[src/rtl/hex_cmd_collector.sv]
// rtl/hex_cmd_collector.sv - gathers ASCII hex chars into a word, hands it off on CR/LF (timeout build: HEX_COLLECT_TIMEOUT_EN)
module hex_cmd_collector #(
    parameter int CHAR_NUM    = 2,
    parameter int TIMEOUT_CYC = 1000
) (
    input  logic                  CLK,
    input  logic                  RST,
    input  logic [7:0]            iRX_DATA,
    input  logic                  iRX_VALID,
    output logic [CHAR_NUM*4-1:0] oDATA,
    output logic                  oVALID,
    input  logic                  iREADY,
    output logic                  oERR,
    output logic                  oBUSY
);

    localparam int W     = CHAR_NUM * 4;
    localparam int CNT_W = $clog2(CHAR_NUM + 1);

    typedef enum logic [1:0] {
        IDLE    = 2'd0,
        COLLECT = 2'd1,
        HOLD    = 2'd2,
        FLUSH   = 2'd3
    } state_t;

    state_t           state_q, state_n;
    logic [W-1:0]     buf_q, buf_n;
    logic [CNT_W-1:0] cnt_q, cnt_n;
    logic             err_q, err_n;

    logic             is_hex;
    logic             is_term;
    logic [3:0]       nib;
    logic             tmo_hit;

    // A width of zero characters makes no sense; the timeout must be at least one cycle
    if (CHAR_NUM < 1 || TIMEOUT_CYC < 1) begin : g_param_check
        $error("hex_cmd_collector: CHAR_NUM and TIMEOUT_CYC must be >= 1");
    end

    // Classify the incoming byte and extract its nibble value
    always_comb begin
        is_hex  = 1'b0;
        is_term = 1'b0;
        nib     = 4'h0;
        if (iRX_DATA >= 8'h30 && iRX_DATA <= 8'h39) begin
            is_hex = 1'b1;
            nib    = 4'(iRX_DATA - 8'h30);
        end else if (iRX_DATA >= 8'h41 && iRX_DATA <= 8'h46) begin
            is_hex = 1'b1;
            nib    = 4'(iRX_DATA - 8'h37);
        end else if (iRX_DATA >= 8'h61 && iRX_DATA <= 8'h66) begin
            is_hex = 1'b1;
            nib    = 4'(iRX_DATA - 8'h57);
        end else if (iRX_DATA == 8'h0D || iRX_DATA == 8'h0A) begin
            is_term = 1'b1;
        end
    end

`ifdef HEX_COLLECT_TIMEOUT_EN
    localparam int TMO_W = $clog2(TIMEOUT_CYC + 1);

    logic [TMO_W-1:0] tmo_q;

    // Idle-cycle counter: any received byte restarts it, only COLLECT/FLUSH let it run
    always_ff @(posedge CLK or posedge RST) begin
        if (RST) begin
            tmo_q <= '0;
        end else if (iRX_VALID || tmo_hit || !(state_q == COLLECT || state_q == FLUSH)) begin
            tmo_q <= '0;
        end else begin
            tmo_q <= tmo_q + 1'b1;
        end
    end

    // The TIMEOUT_CYC-th consecutive idle cycle abandons the partial word
    assign tmo_hit = (state_q == COLLECT || state_q == FLUSH) && !iRX_VALID &&
                     (tmo_q == TMO_W'(TIMEOUT_CYC - 1));
`else
    assign tmo_hit = 1'b0;
`endif

    // State, word buffer, char count and error pulse registers
    always_ff @(posedge CLK or posedge RST) begin
        if (RST) begin
            state_q <= IDLE;
            buf_q   <= '0;
            cnt_q   <= '0;
            err_q   <= 1'b0;
        end else begin
            state_q <= state_n;
            buf_q   <= buf_n;
            cnt_q   <= cnt_n;
            err_q   <= err_n;
        end
    end

    // Next-state logic: byte handling per state, then the timeout override
    always_comb begin
        state_n = state_q;
        buf_n   = buf_q;
        cnt_n   = cnt_q;
        err_n   = 1'b0;
        case (state_q)
            IDLE: begin
                if (iRX_VALID) begin
                    if (is_hex) begin
                        buf_n      = '0;
                        buf_n[3:0] = nib;
                        cnt_n      = CNT_W'(1);
                        state_n    = COLLECT;
                    end else if (!is_term) begin
                        err_n   = 1'b1;
                        state_n = FLUSH;
                    end
                end
            end
            COLLECT: begin
                if (iRX_VALID) begin
                    if (is_hex) begin
                        if (cnt_q == CNT_W'(CHAR_NUM)) begin
                            err_n   = 1'b1;
                            state_n = FLUSH;
                        end else begin
                            // Shifting left keeps the first char in the MS nibble;
                            // short words end up zero-extended automatically
                            buf_n      = buf_q << 4;
                            buf_n[3:0] = nib;
                            cnt_n      = cnt_q + 1'b1;
                        end
                    end else if (is_term) begin
                        state_n = HOLD;
                    end else begin
                        err_n   = 1'b1;
                        state_n = FLUSH;
                    end
                end
            end
            HOLD: begin
                // Bytes arriving while a word is pending are lost, the word is not
                if (iRX_VALID) begin
                    err_n = 1'b1;
                end
                if (iREADY) begin
                    buf_n   = '0;
                    cnt_n   = '0;
                    state_n = IDLE;
                end
            end
            FLUSH: begin
                if (iRX_VALID && is_term) begin
                    buf_n   = '0;
                    cnt_n   = '0;
                    state_n = IDLE;
                end
            end
            default: begin
                state_n = IDLE;
                buf_n   = '0;
                cnt_n   = '0;
            end
        endcase

        if (tmo_hit) begin
            err_n   = (state_q == COLLECT);
            buf_n   = '0;
            cnt_n   = '0;
            state_n = IDLE;
        end
    end

    assign oDATA  = buf_q;
    assign oVALID = (state_q == HOLD);
    assign oERR   = err_q;
    assign oBUSY  = (state_q != IDLE);

endmodule

[config.mk]
export PLATFORM = sky130hd
export DESIGN_NAME = hex_cmd_collector
export DESIGN_NICKNAME = d
export VERILOG_FILES = /design/src/rtl/hex_cmd_collector.sv
export SDC_FILE = /design/constraint.sdc
export NUM_CORES = 1
export LEC_CHECK = 0
export CAP_MARGIN = 20
export CORE_ASPECT_RATIO = 1.25
export CORE_UTILIZATION = 50
export DETAILED_ROUTE_END_ITERATION = 12
export PLACE_DENSITY = 0.79
export SLEW_MARGIN = 20
export SYNTH_ARGS = -nofsm -noshare
export SYNTH_HDL_FRONTEND = slang
export SYNTH_SLANG_ARGS = --single-unit
export TNS_END_PERCENT = 30
[constraint.sdc]
create_clock -name CLK -period 3.45 [get_ports CLK]
set_input_delay 0.345 -clock CLK [delete_from_list [all_inputs] [get_ports CLK]]
set_output_delay 0.345 -clock CLK [all_outputs]
set_load 0.02 [all_outputs]
==> results of run 1 <==
==> synth_stat cells (2+ instances only) <==
| cell type | number | area (µm²) |
|---|---|---|
| a21oi_1 | 5 | 25.02 |
| inv_1 | 9 | 33.78 |
| nor2b_1 | 8 | 50.05 |
| nand2_1 | 8 | 30.03 |
| ha_1 | 5 | 62.56 |
| o31ai_1 | 3 | 22.52 |
| a22oi_1 | 8 | 60.06 |
| nor2_1 | 4 | 15.01 |
| a21o_1 | 2 | 15.01 |
| a2bb2oi_1 | 2 | 17.52 |
| o21ai_0 | 9 | 45.04 |
| dfrtp_1 | 13 | 325.3 |
==> metrics by stage <==
step / util [%] / power [mW] / worst slack, ns / std cells
after floorplan: - / 0.4756 / 1.792 / 100
after detailed placement: 69.75 / 0.6147 / 0.8927 / 137
final: 71.37 / 0.7061 / 1.164 / 141
after global placement: 69.75 / 0.6076 / 0.9875 / 137
after CTS: 71.37 / 0.7107 / 1.174 / 141
after global routing: 71.37 / 0.7590 / 1.021 / 141
==> report_power, final <==
group          total, mW  internal [mW]  switching [mW]
Clock             0.0926         0.0449          0.0478
Sequential         0.270          0.210          0.0604
Combinational      0.343          0.171           0.172
Total              0.706          0.426           0.280
==> area by class of cell <==
| cell class | count | area [µm²] |
|---|---|---|
| inverters | 9 | 33.78 |
| clock buffers | 4 | 26.28 |
| multi-input cells | 74 | 521.8 |
| well taps | 18 | 22.52 |
| repair buffers | 23 | 227.7 |
| fillers | 143 | 464.2 |
| flip-flops and latches | 13 | 325.3 |
==> placed cells by master (no fill, tap or decap), drive strengths merged, types with 2 or more instances in the layout <==
master         instances
a22oi                  8
nor2b                  8
a21oi                  5
nand3                  2
dfrtp                 13
nor2                   4
inv                    9
o2bb2ai                2
ha                     5
o31ai                  3
nand2                  8
o21ai                  9
a2bb2oi                2
clkbuf                 4
a21o                   2
clkdlybuf4s50         22
==> flip-flops by register name, summed over array words and instances, names as in the netlist <==
signal	cells
cnt_q	2
oDATA	8
oERR	1
state_q	2
==> routing by layer <==
metal,vias to the layer above,share of wire (%),wire [µm]
li1,412,-,-
met1,397,44,852
met2,18,52,1014
met3,5,1.9,37
met4,0,2.6,50
met5,-,0,0
==> logic make-up (layout without fill, tap and decap cells) <==
family | Yosys count | count (layout)
AO/OA/AOI/OAI | 37 | 37
buffers and inverters | 13 | 36
adder cells (fa/ha/maj) | 5 | 5
AND/OR/NAND/NOR | 30 | 30
XOR/XNOR | 1 | 1
flip-flops | 13 | 13
multiplexers | 1 | 1
==> critical path: cells and delay by family <==
| kind | cells | cell delay, ns |
|---|---|---|
| buf+inv | 2 | 0.63 |
| simple gates | 2 | 0.68 |
| fa+ha+maj | 1 | 0.23 |
| compound gates | 2 | 0.55 |
==> path summary, 6_finish.rpt <==
| kind | start | to | cells past startpoint |
|---|---|---|---|
| max in group asynchronous | RST | oDATA[4]$_DFFE_PP0P_ | 2 |
| hold / removal | RST | state_q[1]$_DFFE_PP0P_ | 2 |
| setup reg to reg | state_q[1]$_DFFE_PP0P_ | oDATA[4]$_DFFE_PP0P_ | 5 |
| hold reg to reg | oDATA[7]$_DFFE_PP0P_ | oDATA[7]$_DFFE_PP0P_ | 2 |
| min in group CLK | oDATA[7]$_DFFE_PP0P_ | oDATA[7]$_DFFE_PP0P_ | 2 |
| setup / recovery | iRX_DATA[1] | oDATA[4]$_DFFE_PP0P_ | 7 |
==> impl_metrics.tcl, run 1 <==
set metrics [dict create \
    status "finished, final reports clean" \
    cp.arrival_ns 2.43 \
    cts.sinks 13 \
    fmax_mhz 437.5 \
    ys_seq_elements 13 \
    cts_resized 0 \
    overflow 0 \
    final_area_um2 1157 \
    clockBufferDepth 2 \
    slowest_delay_ns 0.55 \
    crit_path_end_kind "flop" \
    tightest_slew_ns 0.5017 \
    die_w_um 40.05 \
    track_usage_pct 24.32 \
    synthToLayoutAreaGrowth_pct 27.94 \
    setup-tns-final_ns 0 \
    setup_viol 0 \
    grt-busiest-layer "met2" \
    cts.clk_slew.worst_paths_ns 0.07 \
    io_buffers 22 \
    synth.area.mux_share_pct 1.245 \
    antenna_found_initial 0 \
    numCtsBuffers 3 \
    synth_fp_nets 117 \
    period_minus_slack_ns 2.286 \
    drt-total-wl_um 1954 \
    yosys.area_share.simple_pct 20.06 \
    place_hpwl_um 1482 \
    antennaDiodeCount 0 \
    netlist_area_um2 904.6 \
    drv_slew 0 \
    globalRouteMet2Util_pct 40.32 \
    layout-drive-gt1-share_pct 5.691 \
    ctsHoldBuffers 0 \
    grt_pass1_wl_um 3408 \
    clock_latency_ns 0.28 \
    path_class "in2reg" \
    whs_ns 0.3806 \
    viasPerCell 5.901 \
    ys_types 36 \
    layout.nets 141 \
    htreeDepth 1 \
    wl_per_cell_um 13.86 \
    async_reset_ff_share_pct 100.0 \
    synth_top_family_by_area "compound AO/OA/AOI/OAI gates" \
    synth_fa_ha_area_share_pct 6.916 \
    met1_usage_pct 28.21 \
    maxSlewHeadroom_pct 66.35 \
    cap_violations 0 \
    synthXorXnorAreaFrac_pct 0.9682 \
    path_max_fanout 9 \
    power_leakage_nw 0.4777 \
    cts-root-buf "clkbuf_4" \
    initial_core_util_pct 55.79 \
    cts_setup_buffers 0 \
    rsz0062_at_grt "false" \
    netlist_instances 100 \
    finClkSkew_ns 0.001158 \
    slowest_stage "clkdlybuf4s50_1" \
    grt_pass1_vias 823 \
    io-pin-count 23 \
    synth_edf_count 0 \
    p_per_area_nw_per_um2 610.1 \
    synth_top_flop_cell "dfrtp_1" \
    vdd_ir_drop_max_mv 0.2597 \
    crit_chain "clkdlybuf4s50_1 -> inv_1 -> ha_1 -> o311a_1 -> nor2_1 -> or2_1 -> o21ai_0" \
    worst_setup_path_start_kind "input pin" \
    synth_compound_area_share_pct 28.49 \
    synth_area_per_cell_um2 9.046 \
    fp.dieArea_um2 1984 \
    synth_warnings 0 \
    hold_viol_final 0 \
    ant_nets 0 \
    timing.final.crit_share_pct 66.25 \
    cts_tree "yes" \
    num_vias 832 \
    die_y_um 49.56 \
    ys_seq_area_share_pct 35.96 \
    r2r_slack_ns 1.45 \
    fp.coreArea_um2 1622 \
    min_path_type "in2async" \
    grt_max_degree 16 \
    placed_area_um2 1131 \
    drc 0 \
    drtIter0Drc 9 \
    grt_use_met3_pct 2.703 \
    drtPass1Iterations 4 \
    cp.required_ns 3.60 \
    gp_congestion 0.7466 \
    num_rows 16 \
]
Power figures use the tool's default switching activity.
==> inputs of run 2 (changes only) <==
--- a/config.mk
+++ b/config.mk
@@ -7,9 +7,9 @@
 export LEC_CHECK = 0
 export CAP_MARGIN = 20
 export CORE_ASPECT_RATIO = 1.25
-export CORE_UTILIZATION = 50
+export CORE_UTILIZATION = 43
 export DETAILED_ROUTE_END_ITERATION = 12
-export PLACE_DENSITY = 0.79
+export PLACE_DENSITY = 0.72
 export SLEW_MARGIN = 20
 export SYNTH_ARGS = -nofsm -noshare
 export SYNTH_HDL_FRONTEND = slang
==> constraint.sdc (replaced) <==
create_clock -name CLK -period 2.02 [get_ports CLK]
set_input_delay 0.202 -clock CLK [delete_from_list [all_inputs] [get_ports CLK]]
set_output_delay 0.202 -clock CLK [all_outputs]
set_load 0.02 [all_outputs]
==> run 2 against run 1 <==
Net effect: power grew 78%; first-iteration DRC count did not move; critical path depth up 1; clock power rose by 75%; die area is 16% higher; utilization down 7.8 points; sequential power up 62%; sequential share of layout area shrank 2.3 points; via count is 6.6% higher; final cell count is 11% higher; global-route usage is 3.4 points lower.
==> impl_metrics.tcl, run 2 (synthesized netlist as in run 1, its figures left out) <==
set metrics [dict create \
    finClkSkew_ns 0.001637 \
    drt-total-wl_um 2119 \
    viasPerCell 5.686 \
    multi_input_area_um2 524.3 \
    worst_setup_path_start_kind "input pin" \
    largest_register_ffs 8 \
    mostFrequentLayoutCell "clkdlybuf4s50_1" \
    endpoint "cnt_q[0]$_DFFE_PP0P_" \
    cts.clk_slew.worst_paths_ns 0.08 \
    combPwrFrac_pct 52.2 \
    grt_max_degree 14 \
    rsz0062_at_grt "false" \
    r2r_start "state_q[1]$_DFFE_PP0P_" \
    gp_congestion 0.7862 \
    switching_share_pct 38.95 \
    synthToLayoutAreaGrowth_pct 39.28 \
    cts_tree "yes" \
    wl_per_cell_um 13.58 \
    numPlacedInstances 152 \
    finalPower_mw 1.257 \
    p_per_area_nw_per_um2 997.8 \
    htreeDepth 1 \
    num_rows 18 \
    clock_latency_ns 0.28 \
    cp.arrival_ns 2.03 \
    pwr-share-clk_pct 12.9 \
    cts_setup_buffers 0 \
    io-pin-count 23 \
    antennaDiodeCount 0 \
    crit_path_end_kind "flop" \
    grt_pass1_wl_um 3574 \
    path_class "in2reg" \
    antenna_found_initial 0 \
    power_leakage_nw 0.5402 \
    grt_pass1_vias 883 \
    clockBufferDepth 2 \
    drv_slew 0 \
    finalNonFillerCells 156 \
    timing.rr.end "oDATA[1]$_DFFE_PP0P_" \
    setup_viol 0 \
    power.internal_mw 0.7676 \
    ant_nets 0 \
    maxSlewHeadroom_pct 67.56 \
    tightest_slew_ns 0.4861 \
    drtIter0Drc 9 \
    vdd_ir_drop_max_mv 0.4215 \
    track_usage_pct 20.97 \
    initial_core_util_pct 45.64 \
    preCtsSetupSlack_ns -0.1324 \
    cp.required_ns 2.23 \
    die_y_um 53.28 \
    fp.dieArea_um2 2292 \
    num_vias 887 \
    numCtsBuffers 3 \
    io_buffers 22 \
    fp.coreArea_um2 1982 \
    hold_viol_final 0 \
    fmax_mhz 549.5 \
    crit_start "iRX_DATA[1]" \
    seqPwrFrac_pct 34.9 \
    overflow 0 \
    layout-drive-gt1-share_pct 15.44 \
    fillCellCount 177 \
    final_cell_mix "22 x clkdlybuf4s50_1, 14 x buf_4, 13 x dfrtp_1" \
    r2r_slack_ns 0.46 \
    cap_violations 0 \
    ff_latch_area_um2 325.3 \
    cts-root-buf "clkbuf_4" \
    timing.final.crit_share_pct 90.09 \
    status "finished, final reports clean" \
    period_minus_slack_ns 1.820 \
    r2r_cells 6 \
    place_hpwl_um 1694 \
    min_path_type "in2async" \
    switchingPower_mw 0.4897 \
    drtPass1Iterations 4 \
    layout.nets 154 \
    cts.sinks 13 \
    setup_ws_ns 0.2001 \
    drc 0 \
    die_w_um 43.03 \
    path_max_fanout 7 \
]
## run 2: worst min-delay path by stage
stage | slack (ns) | depth (start not counted) | endpoint | from
6_report | 0.24 | 2 | state_q[1]$_DFFE_PP0P_ | RST
5_1_grt | 0.29 | 2 | oDATA[7]$_DFFE_PP0P_ | RST
4_1_cts | 0.26 | 2 | oDATA[7]$_DFFE_PP0P_ | RST
3_5_place_dp | 0.51 | 2 | oDATA[7]$_DFFE_PP0P_ | oDATA[7]$_DFFE_PP0P_
3_3_place_gp | 0.50 | 2 | oDATA[7]$_DFFE_PP0P_ | oDATA[7]$_DFFE_PP0P_
2_1_floorplan | 0.08 | 1 | cnt_q[0]$_DFFE_PP0P_ | RST
## run 2: area by class of cell
type                            count  share of cell area (%)
Timing Repair Buffer               36                   25.82
Sequential cell                    13                   25.82
Clock buffer                        4                   2.085
Inverter                            9                   2.681
Tap cell                           20                   1.986
Multi-Input combinational cell     74                   41.61
## run 2: routing by layer
layer	vias up	wire length, µm	GRT usage [%]	share of wire [%]
met5	-	0	0	0
li1	437	-	-	-
met2	22	1160	41.41	55
met3	5	51	1.024	2.4
met1	423	860	22.08	41
met4	0	47	10.61	2.2
## run 2: per-stage QoR
| step | instance area, µm² | setup TNS [ns] | hold slack, ns | util (%) |
|---|---|---|---|---|
| 2_1_floorplan | 904.6 | 0 | 0.07896 | - |
| 3_3_place_gp | 1231 | -0.6412 | 0.5036 | 62.12 |
| 3_5_place_dp | 1231 | -0.9983 | 0.5108 | 62.12 |
| 4_1_cts | 1257 | 0 | 0.2645 | 63.45 |
| 5_1_grt | 1260 | 0 | 0.2933 | 63.57 |
| 6_report | 1260 | 0 | 0.2376 | 63.57 |
## run 2: timing repair
item | CTS | global route
endpoints found under the setup margin | 0 | 4
gates resized for setup | 0 | 1
hold buffers | 0 | 0
## run 2: worst max-delay path: stages
cell and delay [ns]:
clkdlybuf4s50_1 0.50, inv_1 0.08, ha_1 0.23, o311a_1 0.38, nor2_1 0.18, buf_4 0.19, o31a_1 0.12, a2bb2oi_1 0.14
## run 2: power by group through the flow
stage	registers (mW)	logic (mW)	clock network, mW
5_1_grt	0.453	0.723	0.177
4_1_cts	0.439	0.661	0.163
6_report	0.438	0.657	0.162
3_5_place_dp	0.443	0.659	0
3_3_place_gp	0.435	0.645	0
2_1_floorplan	0.513	0.300	0
==> inputs of run 3 (changes only) <==
--- a/config.mk
+++ b/config.mk
@@ -10,6 +10,7 @@
 export CORE_UTILIZATION = 43
 export DETAILED_ROUTE_END_ITERATION = 12
 export PLACE_DENSITY = 0.72
+export SKIP_LAST_GASP = 1
 export SLEW_MARGIN = 20
 export SYNTH_ARGS = -nofsm -noshare
 export SYNTH_HDL_FRONTEND = slang
==> results of run 3 <==
Same layout as run 2: the final DEF is identical, and so are final timing and power.
